[src/rtl/axi_lite_master_ctrl.sv]
// Single-outstanding AXI-Lite master: turns one core-side read/write request
// into a complete AXI-Lite transaction and reports read data and response.
module axi_lite_master_ctrl #(
  parameter int AXI_DATA_WIDTH = 32,
  parameter int AXI_ADDR_WIDTH = 4
) (
  input  logic                        clk,
  input  logic                        reset,
  // core side
  input  logic                        i_cpu_req,
  input  logic                        i_cpu_we,
  input  logic [AXI_ADDR_WIDTH-1:0]   i_cpu_addr,
  input  logic [AXI_DATA_WIDTH-1:0]   i_cpu_wdata,
  input  logic [AXI_DATA_WIDTH/8-1:0] i_cpu_wstrb,
  output logic                        o_cpu_ready,
  output logic                        o_cpu_done,
  output logic [AXI_DATA_WIDTH-1:0]   o_cpu_rdata,
  output logic [1:0]                  o_cpu_resp,
  output logic                        o_cpu_err,
  // write address channel
  output logic [AXI_ADDR_WIDTH-1:0]   o_awaddr,
  output logic                        o_awvalid,
  input  logic                        i_awready,
  // write data channel
  output logic [AXI_DATA_WIDTH-1:0]   o_wdata,
  output logic [AXI_DATA_WIDTH/8-1:0] o_wstrb,
  output logic                        o_wvalid,
  input  logic                        i_wready,
  // write response channel
  input  logic [1:0]                  i_bresp,
  input  logic                        i_bvalid,
  output logic                        o_bready,
  // read address channel
  output logic [AXI_ADDR_WIDTH-1:0]   o_araddr,
  output logic                        o_arvalid,
  input  logic                        i_arready,
  // read data channel
  input  logic [AXI_DATA_WIDTH-1:0]   i_rdata,
  input  logic [1:0]                  i_rresp,
  input  logic                        i_rvalid,
  output logic                        o_rready
);

  typedef enum logic [2:0] {
    S_IDLE,
    S_WR_REQ,
    S_WR_RESP,
    S_RD_REQ,
    S_RD_RESP
  } state_t;

  state_t                      r_state;
  logic                        r_ready;
  logic                        r_done;
  logic [AXI_DATA_WIDTH-1:0]   r_rdata;
  logic [1:0]                  r_resp;
  logic [AXI_ADDR_WIDTH-1:0]   r_awaddr;
  logic                        r_awvalid;
  logic [AXI_DATA_WIDTH-1:0]   r_wdata;
  logic [AXI_DATA_WIDTH/8-1:0] r_wstrb;
  logic                        r_wvalid;
  logic                        r_bready;
  logic [AXI_ADDR_WIDTH-1:0]   r_araddr;
  logic                        r_arvalid;
  logic                        r_rready;

  // Inside WR_REQ a dropped VALID means that channel has already handshaken.
  logic w_aw_ok;
  logic w_w_ok;
  assign w_aw_ok = !r_awvalid || i_awready;
  assign w_w_ok  = !r_wvalid  || i_wready;

  // NOTE: every register here is updated with <= so all branches see the
  // pre-edge values; a blocking = would leak new values into later branches.
  always_ff @(posedge clk) begin
    if (reset) begin
      r_state   <= S_IDLE;
      r_ready   <= 1'b1;
      r_done    <= 1'b0;
      r_rdata   <= '0;
      r_resp    <= '0;
      r_awaddr  <= '0;
      r_awvalid <= 1'b0;
      r_wdata   <= '0;
      r_wstrb   <= '0;
      r_wvalid  <= 1'b0;
      r_bready  <= 1'b0;
      r_araddr  <= '0;
      r_arvalid <= 1'b0;
      r_rready  <= 1'b0;
    end else begin
      r_done <= 1'b0;
      case (r_state)
        S_IDLE: begin
          if (i_cpu_req) begin
            r_ready <= 1'b0;
            if (i_cpu_we) begin
              r_awaddr  <= i_cpu_addr;
              r_wdata   <= i_cpu_wdata;
              r_wstrb   <= i_cpu_wstrb;
              r_awvalid <= 1'b1;
              r_wvalid  <= 1'b1;
              r_state   <= S_WR_REQ;
            end else begin
              r_araddr  <= i_cpu_addr;
              r_arvalid <= 1'b1;
              r_state   <= S_RD_REQ;
            end
          end
        end
        S_WR_REQ: begin
          if (r_awvalid && i_awready) r_awvalid <= 1'b0;
          if (r_wvalid && i_wready)   r_wvalid  <= 1'b0;
          if (w_aw_ok && w_w_ok) begin
            r_bready <= 1'b1;
            r_state  <= S_WR_RESP;
          end
        end
        S_WR_RESP: begin
          if (i_bvalid) begin
            r_resp   <= i_bresp;
            r_done   <= 1'b1;
            r_bready <= 1'b0;
            r_ready  <= 1'b1;
            r_state  <= S_IDLE;
          end
        end
        S_RD_REQ: begin
          if (i_arready) begin
            r_arvalid <= 1'b0;
            r_rready  <= 1'b1;
            r_state   <= S_RD_RESP;
          end
        end
        S_RD_RESP: begin
          if (i_rvalid) begin
            r_rdata  <= i_rdata;
            r_resp   <= i_rresp;
            r_done   <= 1'b1;
            r_rready <= 1'b0;
            r_ready  <= 1'b1;
            r_state  <= S_IDLE;
          end
        end
        default: begin
          r_ready <= 1'b1;
          r_state <= S_IDLE;
        end
      endcase
    end
  end

  assign o_cpu_ready = r_ready;
  assign o_cpu_done  = r_done;
  assign o_cpu_rdata = r_rdata;
  assign o_cpu_resp  = r_resp;
  assign o_cpu_err   = r_resp[1];
  assign o_awaddr    = r_awaddr;
  assign o_awvalid   = r_awvalid;
  assign o_wdata     = r_wdata;
  assign o_wstrb     = r_wstrb;
  assign o_wvalid    = r_wvalid;
  assign o_bready    = r_bready;
  assign o_araddr    = r_araddr;
  assign o_arvalid   = r_arvalid;
  assign o_rready    = r_rready;

endmodule

[config.mk]
export PLATFORM = sky130hd
export DESIGN_NAME = axi_lite_master_ctrl
export DESIGN_NICKNAME = d
export VERILOG_FILES = /design/src/rtl/axi_lite_master_ctrl.sv
export SDC_FILE = /design/constraint.sdc
export NUM_CORES = 1
export LEC_CHECK = 0
export ABC_AREA = 1
export BUFFER_PORTS_ARGS = -buffer_cell sky130_fd_sc_hd__buf_2
export CORE_ASPECT_RATIO = 1.4
export CORE_UTILIZATION = 45
export DETAILED_ROUTE_END_ITERATION = 10
export HOLD_SLACK_MARGIN = 0.06
export MAX_ROUTING_LAYER = met4
export PLACE_DENSITY_LB_ADDON = 0.2
export SETUP_SLACK_MARGIN = 0.1
export SLEW_MARGIN = 30
export SYNTH_ARGS = -nofsm -noshare
export SYNTH_HDL_FRONTEND = slang
export SYNTH_SLANG_ARGS = --single-unit
[constraint.sdc]
create_clock -name clk -period 1.82 [get_ports clk]
set_clock_uncertainty 0.15 [all_clocks]
set_input_delay 0.364 -clock clk [delete_from_list [all_inputs] [get_ports clk]]
set_output_delay 0.364 -clock clk [all_outputs]
set_load 0.05 [all_outputs]
---- Yosys cells after proc, flatten, opt, wreduce, memory -nomap -nowiden ----
Index checks and enable logic that the tools add are counted.
cells by class
  add/sub/neg operators ................... 0
  multiply operators ...................... 0
  divide/modulo/power cells ............... 0
  $lt $le $gt $ge ......................... 0
  eq/ne operators ......................... 13
  shift-type cells ........................ 0
  muxes and demuxes ....................... 33
  bitwise logic cells ..................... 2
  reduce and logical (&&, ||, !) cells .... 25
operators with widths
  operator              count
  $ne A2 B2 Y1 const B  9
  $mux W1               16
  $reduce_and A4 Y1     4
  $mux W3               5
  $pmux W3 S5           1
  $reduce_and A3 Y1     5
  $pmux W1 S2           6
  $reduce_bool A2 Y1    5
  $eq A3 B2 Y1 const B  2
  $mux W2               3
  $reduce_and A5 Y1     1
  $pmux W1 S4           1
  $pmux W2 S2           1
  $eq A3 B1 Y1 const B  1
  $eq A3 B3 Y1 const B  1
  $logic_and A1 B1 Y1   3
  $logic_not A3 Y1      1
  $logic_not A1 Y1      2
  $logic_or A1 B1 Y1    2
  $not A1 Y1            2
  $reduce_and A2 Y1     1
  $reduce_or A2 Y1      1
word-level totals
  bits in registers ....................... 88
  bits in latches ......................... 0
  bits in writable memories ............... 0
  ROM bits ................................ 0
  input bits .............................. 85
  output and inout bits ................... 86
  logic and storage cells ................. 87
  memories kept ........................... 0

---- Longest topological paths before layout ----
Gate-level depths: netlist of the first run.
  word-level depth ........................ 5
  depth in mapped cells ................... 9
  mapped depth without buffers ............ 9

---- Least setup slack after synthesis of the first run ----
OpenSTA, ideal clock, no wires.
  path kind ............................... register to output
  start ................................... reg r_resp[1] (netlist: o_cpu_resp[1])
  end ..................................... out o_cpu_resp[1]
  arrival ................................. 0.909 ns
  data required time ...................... 1.306 ns
  setup slack ............................. 0.397 ns
  stages on the path, launching flop included .. 2
  buffers on the path ..................... 1
  cell sequence ........................... dfxtp_1 -> buf_4
RTL lines
  what                    RTL line  RTL
  start, declared         56        logic [1:0] r_resp;
  start signal, assigned  121       r_resp <= i_bresp;
  start signal, assigned  138       r_resp <= i_rresp;
  end, declared           18        output logic [1:0] o_cpu_resp,
No word-level cell between the ends.

---- Final worst setup path of the first run ----
  start ................................... reg r_state[1]
  end ..................................... reg r_wstrb[1] (netlist: o_wstrb[1])
between the ends
  longest elaborated chain between the ends .. 2
RTL lines
  what                                RTL line  RTL
  start, declared                     52        state_t r_state;
  start signal, assigned              77        r_state <= S_IDLE;
  start signal, assigned              103       r_state <= S_WR_REQ;
  start signal, assigned              107       r_state <= S_RD_REQ;
  $logic_not A3 Y1                    93        case (r_state)
  $reduce_and A3 Y1 (no source line)  n/a
  end signal, assigned                100       r_wstrb <= i_cpu_wstrb;
  end, declared                       60        logic [AXI_DATA_WIDTH/8-1:0] r_wstrb;
Every way passes these cells.
A chain may end at the register's enable or synchronous reset.

==> results of run 1 <==
[state kept, by name, indices dropped and copies added, names as in the netlist]
name and cells:
r_state 3, o_awaddr 4, o_rready 1, o_wvalid 1
o_cpu_resp 2, o_araddr 4, o_cpu_rdata 32, o_arvalid 1
o_cpu_ready 1, o_wdata 32, o_bready 1, o_wstrb 4
o_cpu_done 1, o_awvalid 1
[placed cells by master, fill, tap and decap left out, drive strengths merged]
cell / netlist / final
buf: 12 / 176
nand2: 31 / 31
clkinv: 1 / 3
a21oi: 46 / 46
nand4: 1 / 1
nor2: 91 / 91
nand3: 9 / 9
inv: 52 / 53
dfxtp: 88 / 88
o21ai: 82 / 82
bufinv: 0 / 1
clkinvlp: 0 / 1
clkbuf: 11 / 11
nor3: 1 / 1
[cells in the mapped netlist, types with 3 or more instances]
master	n
nor2_4	3
clkbuf_2	3
nor2_1	87
buf_2	7
nand2_1	30
o21ai_0	44
clkbuf_1	8
nand3_1	8
dfxtp_1	88
o21ai_1	38
a21oi_1	46
buf_6	4
inv_2	4
inv_1	48
[stage by stage]
stage                     std cells  cell area, um^2
after global routing            689             4430
after floorplan                 425             3300
final                           689             4430
after CTS                       689             4420
after global placement          673             4220
after detailed placement        673             4220
[layout make-up]
| class | count | area [um^2] | share of cell area (%) |
|---|---|---|---|
| multi-input combinational | 261 | 1210 | 27.4 |
| clock buffer | 11 | 141 | 3.19 |
| timing repair buffer | 176 | 937 | 21.2 |
| inverter | 53 | 199 | 4.49 |
| tap | 95 | 119 | 2.69 |
| sequential | 88 | 1760 | 39.8 |
| clock inverter | 5 | 56.3 | 1.27 |
[power breakdown]
part	internal [mW]	switching, mW
clock network	0.670	0.663
registers	2.20	0.169
logic	0.529	1.57
total	3.40	2.40
[cell families (layout without fill, tap and decap cells)]
kind of cell,after synthesis,after routing
buf+inv,76,245
simple gates,133,133
flops,88,88
compound gates,128,128
[how the worst min path moves through the flow]
stage / cells past startpoint / slack, ns / end
6_report: 3 / 0.08 / o_cpu_rdata[5]
5_1_grt: 3 / 0.07 / o_cpu_rdata[22]
4_1_cts: 3 / 0.07 / o_cpu_rdata[31]
3_5_place_dp: 2 / 0.28 / o_wdata[22]
3_3_place_gp: 2 / 0.28 / o_wdata[4]
2_1_floorplan: 1 / 0.28 / o_awvalid
[timing repair]
action                                  CTS  global route
endpoints found under the setup margin    0            20
gates resized for setup                   0             3
setup buffers                             0             0
[worst max-delay path: stages, from the launching register on]
cell     delay [ns]
dfxtp_1        0.53
nor2_4         0.09
nand2_4        0.11
inv_2          0.05
nand3_4        0.06
buf_12         0.25
o21ai_1        0.10
a21oi_1        0.13
[per-layer routing]
metal,GRT usage (%),up-vias,wire [um]
li1,-,1682,-
met1,21.9,1434,3310
met2,35.2,122,3820
met3,3.78,18,505
met4,12.2,0,239
met5,-,-,0
==> flow_summary_export.csv, run 1 <==
group,metric,value,unit
sta,fmax,0.640,GHz
power_and_ir_drop,vdd.ir_drop.worst,0.596,mV
clock_tree,cts_buffers,9,
grt,grt_pass1_vias,2888,
synth,synth_top_family_by_area,"compound AO/OA/AOI/OAI gates",
grt,globalRouteTotalUtil,20.6,%
layout,areaGrowthSynthToFinish,34.2,%
die,dieHeight,103,um
synth,synthAdderAreaFrac,0,%
synth,synth_compound_area_share,19.4,%
worst_setup_path,rr_endpoint,"o_wstrb[1]",
layout,final_nets,674,
sta,layout_setup_ws,0.258,ns
layout,fillerInstances,673,
power_and_ir_drop,power_density,1310,nW/um^2
placement,dp_hpwl,5660,um
clock_tree,cts_tree,"done",
synth,synth_xor_area_share,0,%
route,drtPass1Iterations,4,
clock_tree,htree_levels,3,
sta,worst_hold_slack,0.0799,ns
grt,grt_pass1_wl,11800,um
clock_tree,clk_latency,0.35,ns
worst_setup_path,critPathLaunch,"r_state[1]",
sta,rsz0062_at_grt,"no",
route,num_vias,3256,
placement,dp_slack,0.244,ns
outcome,status,"completed",
die,start_util,46.9,%
clock_tree,clock_path_buffers,2,
layout,final_util,63.0,%
sta,maxSlewHeadroom,76.6,%
sta,period_minus_slack,1.56,ns
route,routed_via_density,4.73,
synth,syn_inst,425,
synth,synth.area.top_cells,"dfxtp_1 (53%), nor2_1 (9.9%), a21oi_1 (7.0%), o21ai_0 (6.7%), o21ai_1 (5.8%)",
placement,place_congestion,0.871,
clock_tree,path_clk_slew,0.08,ns
die,io_pins,171,
sta,finalSetupTns,0,ns
synth,synth_flop_cell,"dfxtp_1",
flow_run,drv_cap,0,
worst_setup_path,crit_type,"flop to flop",
sta,setup_viol,0,
worst_setup_path,crit_required,1.95,ns
layout,drive_gt1_share,34.3,%
route,drc,0,
synth,yosys.area.top_type,"dfxtp_1",
worst_setup_path,r2r_cells,7,
placement,port_buffers,170,
route,wl_per_cell,11.4,um
grt,grt_max_degree,67,
grt,overflow,0,
worst_setup_path,cp.arrival,1.69,ns
synth,synth-async-reset-ratio,0,%
sta,hold_viol_final,0,
synth,syn-cell-area,3300,um^2
die,rows,36,
worst_setup_path,cp-endpoint,"o_wstrb[1]",
clock_tree,clock_sinks,88,
route,drt_iter0_drc,137,
synth,synth.distinct_cells,21,
synth,synth.net_count,510,
sta,period_share,85.8,%
synth,synth_edf_count,0,
worst_setup_path,cp-start-kind,"flop",
synth,synthSimpleGateAreaFrac,17.1,%
synth,ys_seq_elements,88,
power_and_ir_drop,total_power,5.81,mW
worst_setup_path,end_kind,"flop",
synth,ys_seq_area_share,53.4,%
die,die-area,7680,um^2
min_path,hold_path_startpoint,"i_rdata[5]",
synth,synth-warning-count,0,
route,drtAntennaViolNets,0,
layout,n_antenna_cell,0,
power_and_ir_drop,p_leak,2.28,nW
clock_tree,root_buffer,"clkbuf_8",
clock_tree,cts_hold_buffers,0,
synth,synth_mux_area_share,0,%
synth,yosys.area.top_type_share,53.4,%
sta,slew_viol_final,0,
worst_setup_path,crit_fanout,66,
min_path,hold_class,"primary input to flop",
die,die_x,74.4,um
route,drt-total-wl,7880,um
sta,tightest_slew,0.350,ns
worst_setup_path,reg2reg_from,"r_state[1]",
worst_setup_path,r2r_slack,0.26,ns
synth,avgSynthCellArea,7.76,um^2
grt,antenna_found_initial,0,
die,core_area,7030,um^2
No activity file was read; power rests on OpenSTA's default activity.
==> run 2, diff against run 1 <==
--- a/config.mk
+++ b/config.mk
@@ -13,6 +13,8 @@
 export HOLD_SLACK_MARGIN = 0.06
 export MAX_ROUTING_LAYER = met4
 export PLACE_DENSITY_LB_ADDON = 0.2
+export RECOVER_POWER = 50
+export REMOVE_ABC_BUFFERS = 1
 export SETUP_SLACK_MARGIN = 0.1
 export SLEW_MARGIN = 30
 export SYNTH_ARGS = -nofsm -noshare
==> flow_summary_export.csv, run 2 (synthesis results as in run 1) <==
group,metric,value,unit
route,num_vias,3273,
die,die-area,7680,um^2
sta,worst_hold_slack,0.0822,ns
layout,final_common_cell,"buf_2",
layout,multi_input_area,1210,um^2
sta,maxSlewHeadroom,58.9,%
layout,layout_common_cells,"buf_2 (93), dfxtp_1 (88), nor2_1 (87), inv_1 (48), a21oi_1 (46)",
worst_setup_path,max_stage_delay,0.48,ns
worst_setup_path,crit_required,1.31,ns
clock_tree,clk_latency,0.35,ns
layout,final_nets,681,
worst_setup_path,cp-start-kind,"flop",
placement,dp_slack,0.161,ns
power_and_ir_drop,power_density,1300,nW/um^2
worst_setup_path,cp.arrival,1.16,ns
route,top_layer,"met4",
worst_setup_path,path_cells,"clkbuf_1",
clock_tree,htree_levels,3,
layout,fillerInstances,691,
power_and_ir_drop,vdd.ir_drop.worst,0.687,mV
die,core_area,7030,um^2
grt,overflow,0,
die,dieHeight,103,um
clock_tree,clock_sinks,88,
sta,setup_viol,0,
sta,hold_viol_final,0,
route,routed_via_density,4.70,
grt,antenna_found_initial,0,
route,drt-met1-wl,3250,um
sta,layout_setup_ws,0.142,ns
clock_tree,root_buffer,"clkbuf_8",
clock_tree,clock_path_buffers,2,
route,drt_iter0_drc,102,
power_and_ir_drop,p_leak,2.13,nW
worst_setup_path,slowest_stage,"clkbuf_1",
worst_setup_path,cpLargestDelayFamily,"buffers and inverters",
sta,period_share,92.2,%
grt,grt_pass1_wl,11500,um
layout,drive_gt1_share,29.6,%
route,drt-total-wl,7870,um
placement,dp_hpwl,5660,um
die,rows,36,
route,wl_per_cell,11.3,um
route,drtPass1Iterations,4,
layout,n_antenna_cell,0,
worst_setup_path,path_buf_inv,1,
route,drtAntennaViolNets,0,
die,io_pins,171,
sta,period_minus_slack,1.68,ns
layout,areaGrowthSynthToFinish,33.7,%
clock_tree,cts_buffers,9,
worst_setup_path,cp_num_cells,1,
worst_setup_path,end_kind,"output pin",
placement,place_congestion,0.825,
sta,rsz0062_at_grt,"no",
sta,fmax,0.596,GHz
die,start_util,46.9,%
layout,seqCellArea,1760,um^2
outcome,status,"completed",
route,wl_met2,3890,um
worst_setup_path,r2r_cells,6,
worst_setup_path,crit_type,"flop to output pin",
min_path,hold_class,"primary input to flop",
die,die_x,74.4,um
placement,port_buffers,170,
min_path,min_path_cells,3,
route,drc,0,
route,met3_wirelength,572,um
clock_tree,cts_tree,"done",
clock_tree,path_clk_slew,0.08,ns
grt,globalRouteTotalUtil,19.9,%
grt,grt_pass1_vias,2741,
flow_run,drv_cap,0,
sta,tightest_slew,0.619,ns
sta,slew_viol_final,0,
worst_setup_path,crit_fanout,2,
grt,grt_max_degree,47,
## run 2: cell count changes in the layout (fill, tap and decap cells not counted), moves of 2 or more
cell and change:
clkbuf_8 +2, clkbuf_2 +45, clkbuf_1 +30, buf_1 +2
buf_2 -77, buf_4 +6
## run 2: what timing repair did
item | CTS | global route
setup buffers | 0 | 1
gates resized for setup | 0 | 3
hold buffers | 0 | 0
setup endpoints to repair | 0 | 34
## run 2: worst register-to-register path: cells and delay by family (launching register included)
| family | cells | cell delay (ns) |
|---|---|---|
| AND/OR/NAND/NOR | 3 | 0.59 |
| flip-flops | 1 | 0.34 |
| AO/OA/AOI/OAI | 2 | 0.34 |
| buffers and inverters | 1 | 0.09 |
## run 2: routing by layer
layer / GRT usage, % / vias up
met3: 4.17 / 11
met5: - / -
met4: 11.3 / 0
met1: 20.7 / 1436
li1: - / 1704
met2: 34.5 / 122
## run 2: report_power, final
group          switching, mW  total [mW]  internal (mW)  leakage [nW]
logic                   1.60        2.13          0.539          1.31
clock network          0.636        1.24          0.602        0.0992
registers              0.159        2.36           2.21         0.717
## run 2: worst paths after layout
path / from / end / slack (ns)
min: i_rdata[11] / o_cpu_rdata[11] / 0.08
min reg2reg: o_wdata[25] / o_wdata[25] / 0.29
max reg2reg: r_state[2] / o_wdata[1] / 0.18
max: o_cpu_rdata[8] / o_cpu_rdata[8] / 0.14
## run 2: area by class of cell
cell class	count	area share (%)
Clock inverter	3	0.341
Multi-Input combinational cell	262	27.5
Timing Repair Buffer	182	21.2
Inverter	53	4.51
Tap cell	95	2.70
Sequential cell	88	40.0
Clock buffer	13	3.83
## run 2: through the flow
stage / area [um^2] / power, mW / instances / util, % / TNS [ns]
5_1_grt: 4410 / 6.08 / 696 / 62.7 / 0
2_1_floorplan: 3170 / 3.96 / 402 / - / -6.01
3_3_place_gp: 4240 / 4.50 / 678 / 60.4 / 0
6_report: 4410 / 5.74 / 696 / 62.7 / 0
4_1_cts: 4430 / 5.80 / 694 / 63.0 / 0
3_5_place_dp: 4240 / 4.55 / 678 / 60.4 / 0
